[config.mk]
export PLATFORM = sky130hd
export DESIGN_NAME = codma_bus_arbiter
export DESIGN_NICKNAME = d
export VERILOG_FILES = /design/src/rtl/codma_pkg.sv /design/src/rtl/codma_id_fifo.sv /design/src/rtl/codma_bus_arbiter.sv
export SDC_FILE = /design/constraint.sdc
export NUM_CORES = 1
export LEC_CHECK = 0
export CAP_MARGIN = 40
export CORE_AREA = 2 2 157 159
export CTS_BUF_LIST = sky130_fd_sc_hd__clkbuf_2 sky130_fd_sc_hd__clkbuf_4 sky130_fd_sc_hd__clkbuf_8
export CTS_CLUSTER_DIAMETER = 30
export DETAILED_ROUTE_END_ITERATION = 16
export DIE_AREA = 0 0 159 161
export PLACE_DENSITY = 0.69
export SYNTH_ARGS = -nofsm -noshare
export SYNTH_HDL_FRONTEND = slang
export SYNTH_SLANG_ARGS = --single-unit
[constraint.sdc]
create_clock -name clk_i -period 5.4 [get_ports clk_i]
set_input_delay 1.62 -clock clk_i [delete_from_list [all_inputs] [get_ports clk_i]]
set_output_delay 1.62 -clock clk_i [all_outputs]
set_load 0.01 [all_outputs]
[src/rtl/codma_pkg.sv]
// Shared types for the CODMA bus arbiter slice.
package codma_pkg;

    localparam int CODMA_N_REQ  = 4;
    localparam int CODMA_ADDR_W = 32;
    localparam int CODMA_DATA_W = 32;

    typedef enum logic [0:0] {
        IDLE  = 1'b0,
        ISSUE = 1'b1
    } arb_state_e;

    typedef logic [$clog2(CODMA_N_REQ)-1:0] req_id_t;

    typedef struct packed {
        logic                    read;
        logic                    write;
        logic [CODMA_ADDR_W-1:0] addr;
        logic [CODMA_DATA_W-1:0] wdata;
    } bus_req_t;

endpackage

[src/rtl/codma_id_fifo.sv]
// In-order FIFO of requester IDs for outstanding bus reads.
module codma_id_fifo #(
    parameter int WIDTH = 2,
    parameter int DEPTH = 4
) (
    input  logic             clk,
    input  logic             rst,
    input  logic             push,
    input  logic [WIDTH-1:0] din,
    input  logic             pop,
    output logic [WIDTH-1:0] head,
    output logic             full,
    output logic             empty
);

    localparam int PW = (DEPTH > 1) ? $clog2(DEPTH) : 1;

    logic [WIDTH-1:0] mem [DEPTH];
    logic [PW-1:0]    wr_ptr;
    logic [PW-1:0]    rd_ptr;
    logic [PW:0]      count;
    logic             do_push;
    logic             do_pop;

    assign full    = (count == (PW+1)'(DEPTH));
    assign empty   = (count == '0);
    assign do_pop  = pop && !empty;
    // a full FIFO can still accept when the head leaves in the same cycle
    assign do_push = push && (!full || do_pop);
    assign head    = mem[rd_ptr];

    always_ff @(posedge clk) begin
        if (do_push) mem[wr_ptr] <= din;
    end

    always_ff @(posedge clk or posedge rst) begin
        if (rst) begin
            wr_ptr <= '0;
            rd_ptr <= '0;
            count  <= '0;
        end else begin
            if (do_push)
                wr_ptr <= (wr_ptr == PW'(DEPTH-1)) ? '0 : wr_ptr + 1'b1;
            if (do_pop)
                rd_ptr <= (rd_ptr == PW'(DEPTH-1)) ? '0 : rd_ptr + 1'b1;
            case ({do_push, do_pop})
                2'b10:   count <= count + 1'b1;
                2'b01:   count <= count - 1'b1;
                default: ;
            endcase
        end
    end

endmodule

[src/rtl/codma_bus_arbiter.sv]
// Round-robin arbiter for the CODMA bus master port with in-order read return.
// Define CODMA_ARB_WATCHDOG_EN to add the grant watchdog and timeout_o.
module codma_bus_arbiter
    import codma_pkg::*;
#(
    parameter int N_REQ     = 4,
    parameter int ADDR_W    = 32,
    parameter int DATA_W    = 32,
    parameter int MAX_OUTST = 4
`ifdef CODMA_ARB_WATCHDOG_EN
    , parameter int WDOG_LIMIT = 255
`endif
) (
    input  logic                clk_i,
    input  logic                reset_i,
    input  logic [N_REQ-1:0]    req_read_i,
    input  logic [N_REQ-1:0]    req_write_i,
    input  logic [N_REQ*ADDR_W-1:0] req_addr_i,
    input  logic [N_REQ*DATA_W-1:0] req_wdata_i,
    output logic [N_REQ-1:0]    req_grant_o,
    output logic [N_REQ-1:0]    req_rvalid_o,
    output logic [DATA_W-1:0]   req_rdata_o,
    output logic                bus_read_o,
    output logic                bus_write_o,
    output logic [ADDR_W-1:0]   bus_addr_o,
    output logic [DATA_W-1:0]   bus_wdata_o,
    input  logic                bus_grant_i,
    input  logic                bus_rvalid_i,
    input  logic [DATA_W-1:0]   bus_rdata_i,
    output logic                proto_err_o
`ifdef CODMA_ARB_WATCHDOG_EN
    , output logic              timeout_o
`endif
);

    localparam int ID_W = (N_REQ > 1) ? $clog2(N_REQ) : 1;
    localparam logic [0:0] ST_IDLE  = IDLE;
    localparam logic [0:0] ST_ISSUE = ISSUE;

    logic [0:0]       state;
    logic [ID_W-1:0]  id;
    logic [ID_W-1:0]  rr_ptr;
    logic [ID_W-1:0]  pick;
    logic [N_REQ-1:0] elig;
    logic             any;
    logic             granted;
    logic             push;
    logic             pop;
    logic [ID_W-1:0]  head;
    logic             full;
    logic             empty;

    function automatic logic [ID_W-1:0] rr_pick(
        input logic [N_REQ-1:0] e,
        input logic [ID_W-1:0]  p
    );
        logic [ID_W-1:0] w;
        logic            found;
        int              idx;
        w     = '0;
        found = 1'b0;
        for (int i = 0; i < N_REQ; i++) begin
            idx = (int'(p) + i) % N_REQ;
            if (!found && e[idx]) begin
                w     = ID_W'(idx);
                found = 1'b1;
            end
        end
        return w;
    endfunction

    // a read+write request is treated as a read, so it must wait for FIFO room
    assign elig    = (req_write_i & ~req_read_i)
                   | (req_read_i & {N_REQ{~full}});
    assign any     = |elig;
    assign pick    = rr_pick(elig, rr_ptr);
    assign granted = (state == ST_ISSUE) && bus_grant_i;
    assign push    = granted && bus_read_o;
    assign pop     = bus_rvalid_i && !empty;

    always_comb begin
        req_grant_o  = '0;
        req_rvalid_o = '0;
        req_rdata_o  = '0;
        if (granted) req_grant_o[id] = 1'b1;
        if (pop) begin
            req_rvalid_o[head] = 1'b1;
            req_rdata_o        = bus_rdata_i;
        end
    end

    codma_id_fifo #(
        .WIDTH (ID_W),
        .DEPTH (MAX_OUTST)
    ) u_id_fifo (
        .clk   (clk_i),
        .rst   (reset_i),
        .push  (push),
        .din   (id),
        .pop   (pop),
        .head  (head),
        .full  (full),
        .empty (empty)
    );

    always_ff @(posedge clk_i or posedge reset_i) begin
        if (reset_i) begin
            state       <= ST_IDLE;
            id          <= '0;
            rr_ptr      <= '0;
            bus_read_o  <= 1'b0;
            bus_write_o <= 1'b0;
            bus_addr_o  <= '0;
            bus_wdata_o <= '0;
            proto_err_o <= 1'b0;
        end else begin
            if ((bus_rvalid_i && empty) || (bus_grant_i && state == ST_IDLE))
                proto_err_o <= 1'b1;
            case (state)
                ST_IDLE: begin
                    if (any) begin
                        id          <= pick;
                        bus_read_o  <= req_read_i[pick];
                        bus_write_o <= req_write_i[pick] & ~req_read_i[pick];
                        bus_addr_o  <= req_addr_i[pick*ADDR_W +: ADDR_W];
                        bus_wdata_o <= req_wdata_i[pick*DATA_W +: DATA_W];
                        state       <= ST_ISSUE;
                        if (req_read_i[pick] && req_write_i[pick])
                            proto_err_o <= 1'b1;
                    end
                end
                ST_ISSUE: begin
                    if (bus_grant_i) begin
                        rr_ptr      <= (id == ID_W'(N_REQ-1)) ? '0 : id + 1'b1;
                        bus_read_o  <= 1'b0;
                        bus_write_o <= 1'b0;
                        state       <= ST_IDLE;
                    end
                end
                default: state <= ST_IDLE;
            endcase
        end
    end

`ifdef CODMA_ARB_WATCHDOG_EN
    logic [15:0] wdog_cnt;
    logic        timeout_r;
    logic        wdog_hit;

    // the count equals completed ungranted ISSUE cycles, so +1 is the current one
    assign wdog_hit  = (state == ST_ISSUE) && (int'(wdog_cnt) + 1 >= WDOG_LIMIT);
    assign timeout_o = timeout_r | wdog_hit;

    always_ff @(posedge clk_i or posedge reset_i) begin
        if (reset_i) begin
            wdog_cnt  <= '0;
            timeout_r <= 1'b0;
        end else begin
            if (state == ST_IDLE && any)
                wdog_cnt <= '0;
            else if (state == ST_ISSUE && !bus_grant_i && wdog_cnt != 16'hFFFF)
                wdog_cnt <= wdog_cnt + 1'b1;
            if (wdog_hit) timeout_r <= 1'b1;
        end
    end
`endif

endmodule
After elaboration in Yosys (flattened, before gate mapping)
Memories as Yosys holds them, arrays and structs flattened.
Index checks and enable logic that the tools add are counted.
{"block": "op_classes", "addsub": 8, "multipliers": 0, "n_div": 0, "n_lt_le_gt_ge": 9, "n_eq_ne": 8, "shifts": 2, "n_mux": 47, "bitwise_logic": 11, "reduce_logical": 29}
{"cell": "128-bit by 8-bit variable part select with 32-bit output", "count": 2}
{"cell": "32-bit two-way mux", "count": 1}
{"cell": "1-bit two-way mux", "count": 25}
{"cell": "2-bit two-way mux", "count": 7}
{"cell": "1-bit logical AND", "count": 13}
{"cell": "1-bit binary-select mux with 2-bit select", "count": 6}
{"cell": "2-bit by 3-bit less-than comparator with 1-bit output, second input constant", "count": 4}
{"cell": "3-bit by 4-bit less-than comparator with 1-bit output, second input constant", "count": 3}
{"cell": "2-bit by 1-bit adder with 2-bit output, second input constant", "count": 4}
{"cell": "4-bit bitwise AND", "count": 2}
{"cell": "2-bit == test, second input constant", "count": 4}
{"cell": "4-bit two-way mux", "count": 2}
{"cell": "1-bit one-hot mux with 2 select lines", "count": 3}
{"cell": "3-bit one-hot mux with 2 select lines", "count": 1}
{"cell": "2-bit AND reduction", "count": 3}
{"cell": "2-bit OR reduction", "count": 3}
{"cell": "1-bit logical NOT", "count": 5}
{"cell": "2-bit adder, second input constant", "count": 2}
{"cell": "1-bit demux with 2-bit select", "count": 2}
{"cell": "2-bit by 1-bit >= comparator with 1-bit output, second input constant", "count": 2}
{"cell": "2-bit != test, second input constant", "count": 2}
{"cell": "4-bit NOT", "count": 1}
{"cell": "4-bit OR", "count": 1}
{"cell": "4-bit OR reduction", "count": 1}
{"cell": "other kinds (10)", "count": 15}
{"block": "totals", "ff_bits": 79, "latchBits": 0, "mem_bits_rw": 8, "romBits": 0, "wordCells": 126, "n_memories": 1}
{"memory": "u_id_fifo.mem", "words": 4, "width": 2, "rd": 1, "rd_clocked_by_memory_dff": 0, "write_ports": 1, "line": "codma_id_fifo.sv:18", "source": "logic [WIDTH-1:0] mem [DEPTH];"}

Depth between registers and ports, before layout
{"block": "logic_depth", "depth_word": 22, "depth_mapped": 10}

Hierarchy
A second synthesis with hierarchy kept.
{"block": "unflattened", "hier_cells": 552, "hier_area_um2": 5704.2}
{"mod": "codma_bus_arbiter", "instances": 1, "cells_per_inst": 487, "area_each_um2": 4870.9}
{"mod": "codma_id_fifo", "instances": 1, "cells_per_inst": 65, "area_each_um2": 833.3}

Worst setup path after synthesis
No wires, ideal clock.
{"block": "synth_timing", "path_type": "in2out", "start": "input bus_rvalid_i", "end": "output req_rvalid_o[1]", "arrival_time_ns": 2.496, "t_required_ns": 3.780, "slack_ns": 1.284, "path_stages": 6, "path_cell_list": "inv_1 -> nor2_1 -> clkbuf_1 -> clkbuf_1 -> nand2_1 -> nor2_1"}
{"block": "synth_between", "elab_chain_cells": 2}
{"element": "start: declaration", "line": "codma_bus_arbiter.sv:28", "source": "input logic bus_rvalid_i,"}
{"element": "1-bit logical AND", "line": "codma_bus_arbiter.sv:79", "source": "assign pop = bus_rvalid_i && !empty;"}
{"element": "4-bit two-way mux", "line": "codma_bus_arbiter.sv:86", "source": "if (pop) begin"}
{"element": "end: declaration", "line": "codma_bus_arbiter.sv:21", "source": "output logic [N_REQ-1:0] req_rvalid_o,"}
Every way passes these cells.

Final worst setup path
{"block": "layout_timing", "start": "input bus_rvalid_i", "end": "output req_rdata_o[25]"}
{"block": "layout_between", "elab_chain_cells": 2}
{"element": "1-bit logical AND", "line": "codma_bus_arbiter.sv:79"}
{"element": "32-bit two-way mux", "line": "codma_bus_arbiter.sv:86"}
{"element": "end: declaration", "line": "codma_bus_arbiter.sv:22", "source": "output logic [DATA_W-1:0] req_rdata_o,"}
Every way passes these cells.

==> metrics.md <==
| Metric | Value |
|---|---|
| Status | finished, final reports clean |
| Dpl cells | between 1,000 and 1,500 |
| Total number of vias | 5,740 |
| Final worst slack | ~480 ps |
| CTS Hold Buffers Added | 0 |
| Ys async rst share | 0.908 |
| Crit path DAT | approximately 3300 ps |
| Slowest stage cell, crit path | clkdlybuf4s50_1 |
| Min-Delay Endpoint | bus_wdata_o[20] |
| Clock sinks | 87 |
| Worst Skew | about 14 ps |
| CP endpoint kind | output pin |
| Critical setup path kind | input port to output pin |
| RR Startpoint | u_id_fifo.count[0] |
| CTS tree | done |
| TritonCTS Buffers | 9 |
| Routed WL | around 22,000 µm |
| Longest Clk Path Bufs | 2 |
| Grt ovf | 0 |
| R2r setup slk | 2700 ps |
| Clock root buffer | clkbuf_8 |
| Unrepaired setup endpoints after global routing | false |
| Top-count cell post-synth | mux2i_1 |
| Nets | ~1,200 |
| Max incr delay on CP | 550 ps |
| Initial DRC Count | 210 |
| Critical path's top delay family | buffers and inverters |
| Min-delay worst type | flop to flop |
| Area fraction of the dominant cell type after synthesis | 0.352 |
| Initial Util | 0.234 |
| PwrDens | about 420 nW/µm² |
| Most used cell, CP | clkdlybuf4s50_1 |
| Critical Path Source Type | input port |
| Core Box Area | roughly 24,000 µm² |
| Remaining DRCs | 0 |
| Avg Cell Area, Syn | roughly 11 µm² |
| Io pins | 407 |
| Yosys cell types | between 50 and 60 |
| Synth top area cells | dfrtp_1 (35%), mux2i_1 (23%), o221ai_1 (10%), nand2_1 (5.1%), edfxtp_1 (4.3%) |
| WP data required | approximately 3800 ps |
| Max Cap Viol | 0 |
| First-pass GRT wire length | around 33,000 µm |
| Post-route setup TNS | 0 ps |
| Pin slew with the least headroom to its limit | 701 ps |
| DR WL/cell | 17.4 µm |
| Max Fanout on Critical Path | 38 |
| Seq/Total Area, Yosys | 0.395 |
| Crit path cell chain | clkdlybuf4s50_1, inv_1, nor2_2, buf_4, and2_1, clkdlybuf4s50_1 |
| Fraction of layout cells with a size suffix above 1 | 0.0466 |
| EDFF count, synth | 8 |
| Later-pin clock latency in the skew report | between 300 and 400 ps |
| PostCTS Resize Cnt | 0 |
| Initial antenna violation count | 0 |
| Antenna diodes | 0 |
| Vias per cell | between 4 and 5 |
| Hold_sp | bus_wdata_o[20] |
| Filler-free cell count of the finished design | roughly 1,200 |
| Max_slew headroom | 0.532 |
| Area grow syn2layout | 81.5% |
| Final Setup Violations | 0 |
| Pin count of the biggest net entering global routing | 53 |
| Hold path cells | 2 |
| Post-synth top area cell | dfrtp_1 |
| Leak | roughly 4.4 nW |
| Slew Viols, Final | 0 |
| Post-CTS Setup Inserts | 0 |
| Place WS | 469 ps |
| CTS HTree Levels | 3 |
| Placer Congestion | ~0.9 |
| Syn Inst Count | between 500 and 600 |
| R2r endpoint | bus_wdata_o[17] |
| Final hold viol count | 0 |
| Fmax | ~0.20 GHz |
| Syn_nets | ~840 |
| Drt first pass iters | 4 |
| Vias in the first global route | just under 6,000 |
| Final Critical Period | a little under 5000 ps |
| DRT antenna net count | 0 |
| GR Util All Layers | 0.162 |
| Width of the die | about 160 µm |
| Num rows | 57 |
| Final worst path period share | 0.911 |
| Cells on worst reg2reg path | 8 |
| Synthesized flop and latch total | between 80 and 90 |
| Post-synth top cells | mux2i_1 (130), dfrtp_1 (79), nand2_1 (76) |
| Post-DP HPWL | about 17,000 µm |
| Die Height | approximately 160 µm |
| Buf+Inv Stages, Crit Path | 4 |
| Port buffer count | about 410 |
| Peak supply drop | ~0.17 mV |
| DIE AREA | around 26,000 µm² |
| Clk slew on worst S/H paths | ~80 ps |
| Ys Warns | 0 |
| Netlist Area Pre-Place | 5610 µm² |
| Main flop type after synthesis | dfrtp_1 |
==> layout make-up <==
class                      instances  area, µm²
timing repair buffer             417       4200
fill                            2401      13800
clock buffer                      11        139
tap                              324        405
multi-input combinational        390       3120
clock inverter                     5       58.8
sequential                        87       2220
inverter                          12       46.3
==> registers in the layout (all words and copies together) (netlist names) <==
| signal | count |
|---|---|
| rr_ptr | 2 |
| bus_wdata_o | 32 |
| u_id_fifo.rd_ptr | 2 |
| state | 1 |
| u_id_fifo.count | 3 |
| bus_write_o | 1 |
| u_id_fifo.wr_ptr | 2 |
| id | 2 |
| bus_addr_o | 32 |
| u_id_fifo.mem | 8 |
| bus_read_o | 1 |
| proto_err_o | 1 |
==> routing by layer <==
layer,GRT usage,vias to the layer above,wire length [µm]
li1,-,2760,-
met1,0.186,2678,8520
met2,0.291,273,11000
met3,0.0470,29,1730
met4,0.0521,0,474
met5,0,-,0
==> worst max path at each step <==
stage	cells after the start	end	startpoint
4_1_cts	6	req_rdata_o[25]	bus_rvalid_i
2_1_floorplan	6	req_rvalid_o[1]	bus_rvalid_i
3_3_place_gp	6	req_rvalid_o[3]	bus_rvalid_i
6_report	6	req_rdata_o[25]	bus_rvalid_i
5_1_grt	7	req_rvalid_o[1]	bus_rvalid_i
3_5_place_dp	6	req_rdata_o[25]	bus_rvalid_i
==> per-stage QoR <==
step	hold slack [ps]	area (µm²)	util	total power [mW]
2_1_floorplan	521	5610	-	2.70
3_3_place_gp	468	9990	0.417	3.79
3_5_place_dp	472	9990	0.417	3.81
4_1_cts	496	10200	0.425	4.32
5_1_grt	514	10200	0.425	4.55
6_report	493	10200	0.425	4.26
==> layout by cell type, fill, tap and decap left out, drive strengths merged, types with 7 or more instances in the layout <==
cell           count
and2              36
and3               7
buf               11
clkbuf            11
clkdlybuf4s50    406
dfrtp             79
edfxtp             8
ha                10
inv               11
mux2i            130
nand2             76
nor2               8
o221ai            64
==> worst reg2reg max path: cells and delay by family (launching register included) <==
| family | cells | cell delay, ps |
|---|---|---|
| mux | 1 | 300 |
| simple gates | 2 | 460 |
| buf+inv | 2 | 630 |
| compound gates | 3 | 680 |
| flops | 1 | 480 |
==> report_power, final <==
group | switching [mW] | internal (mW) | total (mW)
logic | 1.18 | 1.42 | 2.61
registers | 0.214 | 0.953 | 1.17
clock network | 0.255 | 0.225 | 0.480
total | 1.65 | 2.60 | 4.26
==> cell families (layout without fill, tap and decap cells) <==
logic type               count (synthesis)  count (layout)  share of synthesized area
multiplexers                           136             136                      0.248
XOR/XNOR                                 3               3                    0.00468
AND/OR/NAND/NOR                        146             146                      0.130
buffers and inverters                   51             445                     0.0493
flip-flops                              87              87                      0.395
adder cells (fa/ha/maj)                 11              11                     0.0259
AO/OA/AOI/OAI                           94              94                      0.147
No activity file was read; power rests on OpenSTA's default activity.
